<file path="config.mk">
export PLATFORM = sky130hd
export DESIGN_NAME = serial_tx_arbiter
export DESIGN_NICKNAME = d
export VERILOG_FILES = /design/src/rtl/serial_tx_arbiter.sv
export SDC_FILE = /design/constraint.sdc
export NUM_CORES = 1
export LEC_CHECK = 0
export BUFFER_PORTS_ARGS = -buffer_cell sky130_fd_sc_hd__buf_2
export CAP_MARGIN = 20
export CORE_AREA = 8 8 98 100
export DETAILED_ROUTE_END_ITERATION = 6
export DIE_AREA = 0 0 106 108
export HOLD_SLACK_MARGIN = 0.12
export SYNTH_ARGS = -nofsm -noshare
export SYNTH_HDL_FRONTEND = slang
export SYNTH_SLANG_ARGS = --single-unit
</file>
<file path="constraint.sdc">
create_clock -name clk -period 1.8 [get_ports clk]
set_clock_uncertainty 0.05 [all_clocks]
set_input_delay 0.27 -clock clk [delete_from_list [all_inputs] [get_ports clk]]
set_output_delay 0.27 -clock clk [all_outputs]
set_load 0.1 [all_outputs]
</file>
<file path="src/rtl/serial_tx_arbiter.sv">
// -----------------------------------------------------------------------------
// serial_tx_arbiter
//   Shares one UART transmit path between a command byte source and a stream
//   of multi-byte data words. Each data word goes out as an atomic frame of
//   WORD_BYTES bytes, MSB first. Commands have priority, but only CMD_BURST
//   command bytes in a row may be sent while a data word is waiting. This
//   keeps the data stream from starving.
//
//   Optional build macro FRAME_SYNC_EN: when defined, every data frame is
//   preceded by SYNC_BYTE. A flush while the marker is on the wire aborts the
//   frame before any data byte is sent.
//
// Ports
//   clk          system clock
//   rst          synchronous active-high reset
//   cmd_req      command byte pending (held until cmd_ack)
//   cmd_byte     command byte, stable while cmd_req is high
//   cmd_ack      1-cycle pulse: cmd_byte captured
//   word_valid   data word available (FIFO not empty)
//   word_in      FIFO head word (first-word-fall-through)
//   word_ready   1-cycle pulse: word captured, pops the FIFO
//   flush        abort the rest of the current frame at the next byte boundary
//   tx_busy      UART busy
//   tx_data      byte to the UART
//   new_tx_data  1-cycle strobe: tx_data valid
//   frame_active high from word capture until the last frame byte finishes
// -----------------------------------------------------------------------------
module serial_tx_arbiter #(
    parameter int WORD_BYTES = 6,
    parameter int CMD_BURST  = 4
`ifdef FRAME_SYNC_EN
    ,
    parameter logic [7:0] SYNC_BYTE = 8'hA5
`endif
) (
    input  logic                    clk,
    input  logic                    rst,
    input  logic                    cmd_req,
    input  logic [7:0]              cmd_byte,
    output logic                    cmd_ack,
    input  logic                    word_valid,
    input  logic [8*WORD_BYTES-1:0] word_in,
    output logic                    word_ready,
    input  logic                    flush,
    input  logic                    tx_busy,
    output logic [7:0]              tx_data,
    output logic                    new_tx_data,
    output logic                    frame_active
);

    localparam int W     = 8 * WORD_BYTES;
    localparam int IDX_W = (WORD_BYTES > 1) ? $clog2(WORD_BYTES) : 1;
    localparam int BC_W  = $clog2(CMD_BURST + 1);
    localparam logic [IDX_W-1:0] LAST_IDX  = IDX_W'(WORD_BYTES - 1);
    localparam logic [BC_W-1:0]  BURST_MAX = BC_W'(CMD_BURST);

`ifdef FRAME_SYNC_EN
    typedef enum logic [2:0] {
        IDLE  = 3'd0,
        SEND  = 3'd1,
        GUARD = 3'd2,
        DRAIN = 3'd3,
        SYNC  = 3'd4
    } state_t;
    localparam state_t FRAME_START = SYNC;
`else
    typedef enum logic [1:0] {
        IDLE  = 2'd0,
        SEND  = 2'd1,
        GUARD = 2'd2,
        DRAIN = 2'd3
    } state_t;
    localparam state_t FRAME_START = SEND;
`endif

    state_t           state_q, state_d;
    logic [W-1:0]     shift_q, shift_d;
    logic [IDX_W-1:0] byte_idx_q, byte_idx_d;
    logic [BC_W-1:0]  burst_cnt_q, burst_cnt_d;
    logic             src_data_q, src_data_d;
    logic [7:0]       tx_data_q, tx_data_d;
    logic             new_tx_data_q, new_tx_data_d;
    logic             cmd_ack_q, cmd_ack_d;
    logic             word_ready_q, word_ready_d;
    logic             frame_active_q, frame_active_d;
    logic             after_marker_s;

`ifdef FRAME_SYNC_EN
    logic             marker_q, marker_d;

    // Marker flag: set when the frame marker is strobed, cleared once it drains.
    always_comb begin
        marker_d = marker_q;
        if (state_q == SYNC && !tx_busy) begin
            marker_d = 1'b1;
        end else if (state_q == DRAIN && !tx_busy) begin
            marker_d = 1'b0;
        end else begin
            marker_d = marker_q;
        end
    end

    // Marker flag register.
    always_ff @(posedge clk) begin
        if (rst) begin
            marker_q <= 1'b0;
        end else begin
            marker_q <= marker_d;
        end
    end

    assign after_marker_s = marker_q;
`else
    assign after_marker_s = 1'b0;
`endif

    // Next-state and output decode for the arbitration / byte-serialising FSM.
    always_comb begin
        state_d        = state_q;
        shift_d        = shift_q;
        byte_idx_d     = byte_idx_q;
        burst_cnt_d    = burst_cnt_q;
        src_data_d     = src_data_q;
        tx_data_d      = tx_data_q;
        new_tx_data_d  = 1'b0;
        cmd_ack_d      = 1'b0;
        word_ready_d   = 1'b0;
        frame_active_d = frame_active_q;

        case (state_q)
            IDLE: begin
                if (cmd_req && (!word_valid || (burst_cnt_q < BURST_MAX))) begin
                    // Command goes out through the same top-byte path as data.
                    shift_d    = {cmd_byte, {(W-8){1'b0}}};
                    cmd_ack_d  = 1'b1;
                    src_data_d = 1'b0;
                    // Only commands that overtake a waiting word count toward the burst.
                    if (!word_valid) begin
                        burst_cnt_d = {BC_W{1'b0}};
                    end else if (burst_cnt_q != BURST_MAX) begin
                        burst_cnt_d = burst_cnt_q + BC_W'(1);
                    end else begin
                        burst_cnt_d = burst_cnt_q;
                    end
                    state_d = SEND;
                end else if (word_valid && !flush) begin
                    shift_d        = word_in;
                    word_ready_d   = 1'b1;
                    frame_active_d = 1'b1;
                    byte_idx_d     = {IDX_W{1'b0}};
                    burst_cnt_d    = {BC_W{1'b0}};
                    src_data_d     = 1'b1;
                    state_d        = FRAME_START;
                end else begin
                    if (!word_valid) begin
                        burst_cnt_d = {BC_W{1'b0}};
                    end else begin
                        burst_cnt_d = burst_cnt_q;
                    end
                    state_d = IDLE;
                end
            end
`ifdef FRAME_SYNC_EN
            SYNC: begin
                if (!tx_busy) begin
                    tx_data_d     = SYNC_BYTE;
                    new_tx_data_d = 1'b1;
                    state_d       = GUARD;
                end else begin
                    state_d = state_q;
                end
            end
`endif
            SEND: begin
                if (!tx_busy) begin
                    tx_data_d     = shift_q[W-1 -: 8];
                    new_tx_data_d = 1'b1;
                    state_d       = GUARD;
                end else begin
                    state_d = state_q;
                end
            end
            GUARD: begin
                // The UART raises tx_busy one cycle after the strobe; skip that cycle.
                state_d = DRAIN;
            end
            DRAIN: begin
                if (!tx_busy) begin
                    if (!flush && after_marker_s) begin
                        // Marker done; first data byte is already at the top of the shift reg.
                        state_d = SEND;
                    end else if (!flush && src_data_q && (byte_idx_q < LAST_IDX)) begin
                        shift_d    = {shift_q[W-9:0], 8'h00};
                        byte_idx_d = byte_idx_q + IDX_W'(1);
                        state_d    = SEND;
                    end else begin
                        frame_active_d = 1'b0;
                        state_d        = IDLE;
                    end
                end else begin
                    state_d = state_q;
                end
            end
            default: begin
                frame_active_d = 1'b0;
                state_d        = IDLE;
            end
        endcase
    end

    // State and output registers.
    always_ff @(posedge clk) begin
        if (rst) begin
            state_q        <= IDLE;
            shift_q        <= {W{1'b0}};
            byte_idx_q     <= {IDX_W{1'b0}};
            burst_cnt_q    <= {BC_W{1'b0}};
            src_data_q     <= 1'b0;
            tx_data_q      <= 8'h00;
            new_tx_data_q  <= 1'b0;
            cmd_ack_q      <= 1'b0;
            word_ready_q   <= 1'b0;
            frame_active_q <= 1'b0;
        end else begin
            state_q        <= state_d;
            shift_q        <= shift_d;
            byte_idx_q     <= byte_idx_d;
            burst_cnt_q    <= burst_cnt_d;
            src_data_q     <= src_data_d;
            tx_data_q      <= tx_data_d;
            new_tx_data_q  <= new_tx_data_d;
            cmd_ack_q      <= cmd_ack_d;
            word_ready_q   <= word_ready_d;
            frame_active_q <= frame_active_d;
        end
    end

    assign tx_data      = tx_data_q;
    assign new_tx_data  = new_tx_data_q;
    assign cmd_ack      = cmd_ack_q;
    assign word_ready   = word_ready_q;
    assign frame_active = frame_active_q;

endmodule

</file>
==> metrics.txt <==
outcome=complete, no violations; final worst slack=about 0.1 ns; Worst Tran Pin Value=around 0.5 ns; final core utilization=0.5142; filler cell count=822; Slew HR=0.6587; Avg Vias per Cell=5.413; mean post-synth cell area=8.708 µm²; vias after detailed routing=about 3000; dpl cells=535; sequential area share after synthesis=0.4299; Period minus WS final=1.700 ns; fraction of registers with async set/reset=0; Pwr Total=~6.5 mW; CP required=2.03 ns; crit end category=flip-flop; most common cell after layout, fill and taps aside=buf_2; min-delay worst type=primary input to flip-flop; Rows=33; Worst-path clk slew=0.07 ns; Critical Path Fanout Max=11; Non-Filler Instances=~560; area leader, netlist=dfxtp_1; Yosys cell types=37; synth top area cells=dfxtp_1 (43%), a21oi_1 (8.1%), a211oi_1 (7.7%); DP HPWL=6044 µm; syn nets=438; DP Area=approximately 3800 µm²; Final ANT Viol Nets=0; final setup fails=0; max-cap viol count=0; most frequent cells in the layout=buf_2 (73), dfxtp_1 (67), a21oi_1 (52); clock root cell=clkbuf_8; met3 usage=0.03926; initial drt markers=roughly 140; most used routing layer=met2; largest net degree at the start of global routing=between 40 and 50; CTS tree=built; final worst-path cycle share=0.9444; Most used DFF post-synth=dfxtp_1; synthesized cell area=3213 µm²; WS Path Type=flip-flop to flip-flop; Die Ht=108 µm; share of cells above drive strength 1=0.2867; Core ar.=8051 µm²; Syn-to-layout area delta=28.86%; drt total wl=8896 µm; first-pass GRT wire length=14460 µm; yosys warns=0; drt wl/cell=between 15 and 20 µm; Setup crit start kind=flip-flop; initial antenna violation count=0; buffers added on ports=73; number of global-route vias before repair=around 2900; Post-synth EDFFs=0; First-pass DRT Iterations=5; total grt overflow=0; worst skew pair latency=around 0.35 ns; CTS Buf Count=9; Post-route DRC=0; clock tree sinks=69; Max Fclk=0.5883 GHz; # nets final=514; max-slew violations=0; Place WS=0.03080 ns; htree depth=3; total track usage=0.1541; Yosys top cell area share=0.4299; Leakage=1.660 nW; fin area=4140 µm²; #FFs+latches synth=between 60 and 70; CP arrival=1.93 ns; CTS Buffer Depth=2; n_diodes=0; Pwr Density=1559 nW/µm²; M1 GR Usage=0.2034; met2 Usage GRT=0.2355; Routability Congestion=between 0.7 and 0.8; Gate Count Post-Synth=369; die footprint=11450 µm²; # IOs=74; Max IR drop VDD=0.0006057 V; Die Wd=106 µm; final hold viol count=0; Starting Density=0.3991
-- sequential cells by signal, summed over array words and instances, names as in the netlist --
| signal | flops |
|---|---|
| byte_idx_q | 3 |
| shift_q | 48 |
| burst_cnt_q | 3 |
| cmd_ack | 1 |
| new_tx_data | 1 |
| frame_active | 1 |
| tx_data | 8 |
| src_data_q | 1 |
| word_ready | 1 |
| state_q | 2 |
-- cell type report --
type / instances / area, µm² / area share
Clock buffer: 12 / 145.1 / 0.03506
Sequential cell: 69 / 1386 / 0.3348
Tap cell: 105 / 131.4 / 0.03173
Timing Repair Buffer: 102 / 703.2 / 0.1698
Clock inverter: 4 / 47.55 / 0.01148
Multi-Input combinational cell: 257 / 1704 / 0.4116
Inverter: 6 / 22.52 / 0.005440
-- cell usage after synthesis (all sizes together) (2+ instances only) --
master	instances
a21boi	2
nand2b	10
clkbuf	15
o21a	2
nor2	9
nand3	3
a22oi	32
mux2i	10
nor3	17
nand2	21
nor2b	10
or4	8
inv	6
ha	7
dfxtp	69
a21oi	52
o21ai	12
o31ai	3
a21bo	2
a211oi	33
buf	22
a31oi	5
nand4	9
-- routing by layer --
| layer | up-vias | part of all wire |
|---|---|---|
| li1 | 1532 | - |
| met1 | 1381 | 0.47 |
| met2 | 83 | 0.45 |
| met3 | 8 | 0.058 |
| met4 | 0 | 0.013 |
| met5 | - | 0 |
-- through the flow --
stage          hold WS [ns]    TNS (ns)
3_5_place_dp         0.3949           0
4_1_cts              0.1220           0
3_3_place_gp         0.3895           0
5_1_grt              0.1393  -0.0004006
2_1_floorplan        0.3743           0
6_report             0.1262           0
-- kinds of logic (layout without fill, tap and decap cells) --
kind of cell,Yosys count,in the layout,synth area share
AO/OA/AOI/OAI,145,145,0.2893
AND/OR/NAND/NOR,94,94,0.1597
flip-flops,69,69,0.4299
buffers and inverters,43,124,0.05919
multiplexers,11,11,0.03466
adder cells (fa/ha/maj),7,7,0.02726
-- path summary, 6_finish.rpt --
path	from	endpoint	slack, ns	cells past startpoint
worst max register to register	state_q[0]	shift_q[46]	0.10	8
worst max-delay path	state_q[0]	shift_q[46]	0.10	8
worst min register to register	shift_q[47]	tx_data[7]	0.40	2
worst min-delay path	word_in[5]	shift_q[5]	0.13	3
-- repair_timing --
item	4_1_cts	5_1_grt
hold buffers	1	0
gates resized for setup	0	13
hold endpoints to repair	1	0
buffers inserted	0	1
endpoints found under the setup margin	0	49
-- critical path, cell delays in order (launching register included) --
cell	delay, ns
dfxtp_4	0.38
inv_1	0.09
ha_4	0.18
buf_6	0.14
a31o_2	0.23
nor2_4	0.13
buf_12	0.14
clkbuf_16	0.14
mux2i_1	0.16
-- where the power goes --
| part | leakage [nW] | total [mW] | switching [mW] | internal [mW] |
|---|---|---|---|---|
| Sequential | 0.568 | 2.27 | 0.258 | 2.01 |
| Combinational | 0.996 | 2.92 | 1.57 | 1.35 |
| Clock | 0.0964 | 1.26 | 0.590 | 0.674 |
| Total | 1.66 | 6.45 | 2.42 | 4.04 |
(Power assumes the default switching activity.)
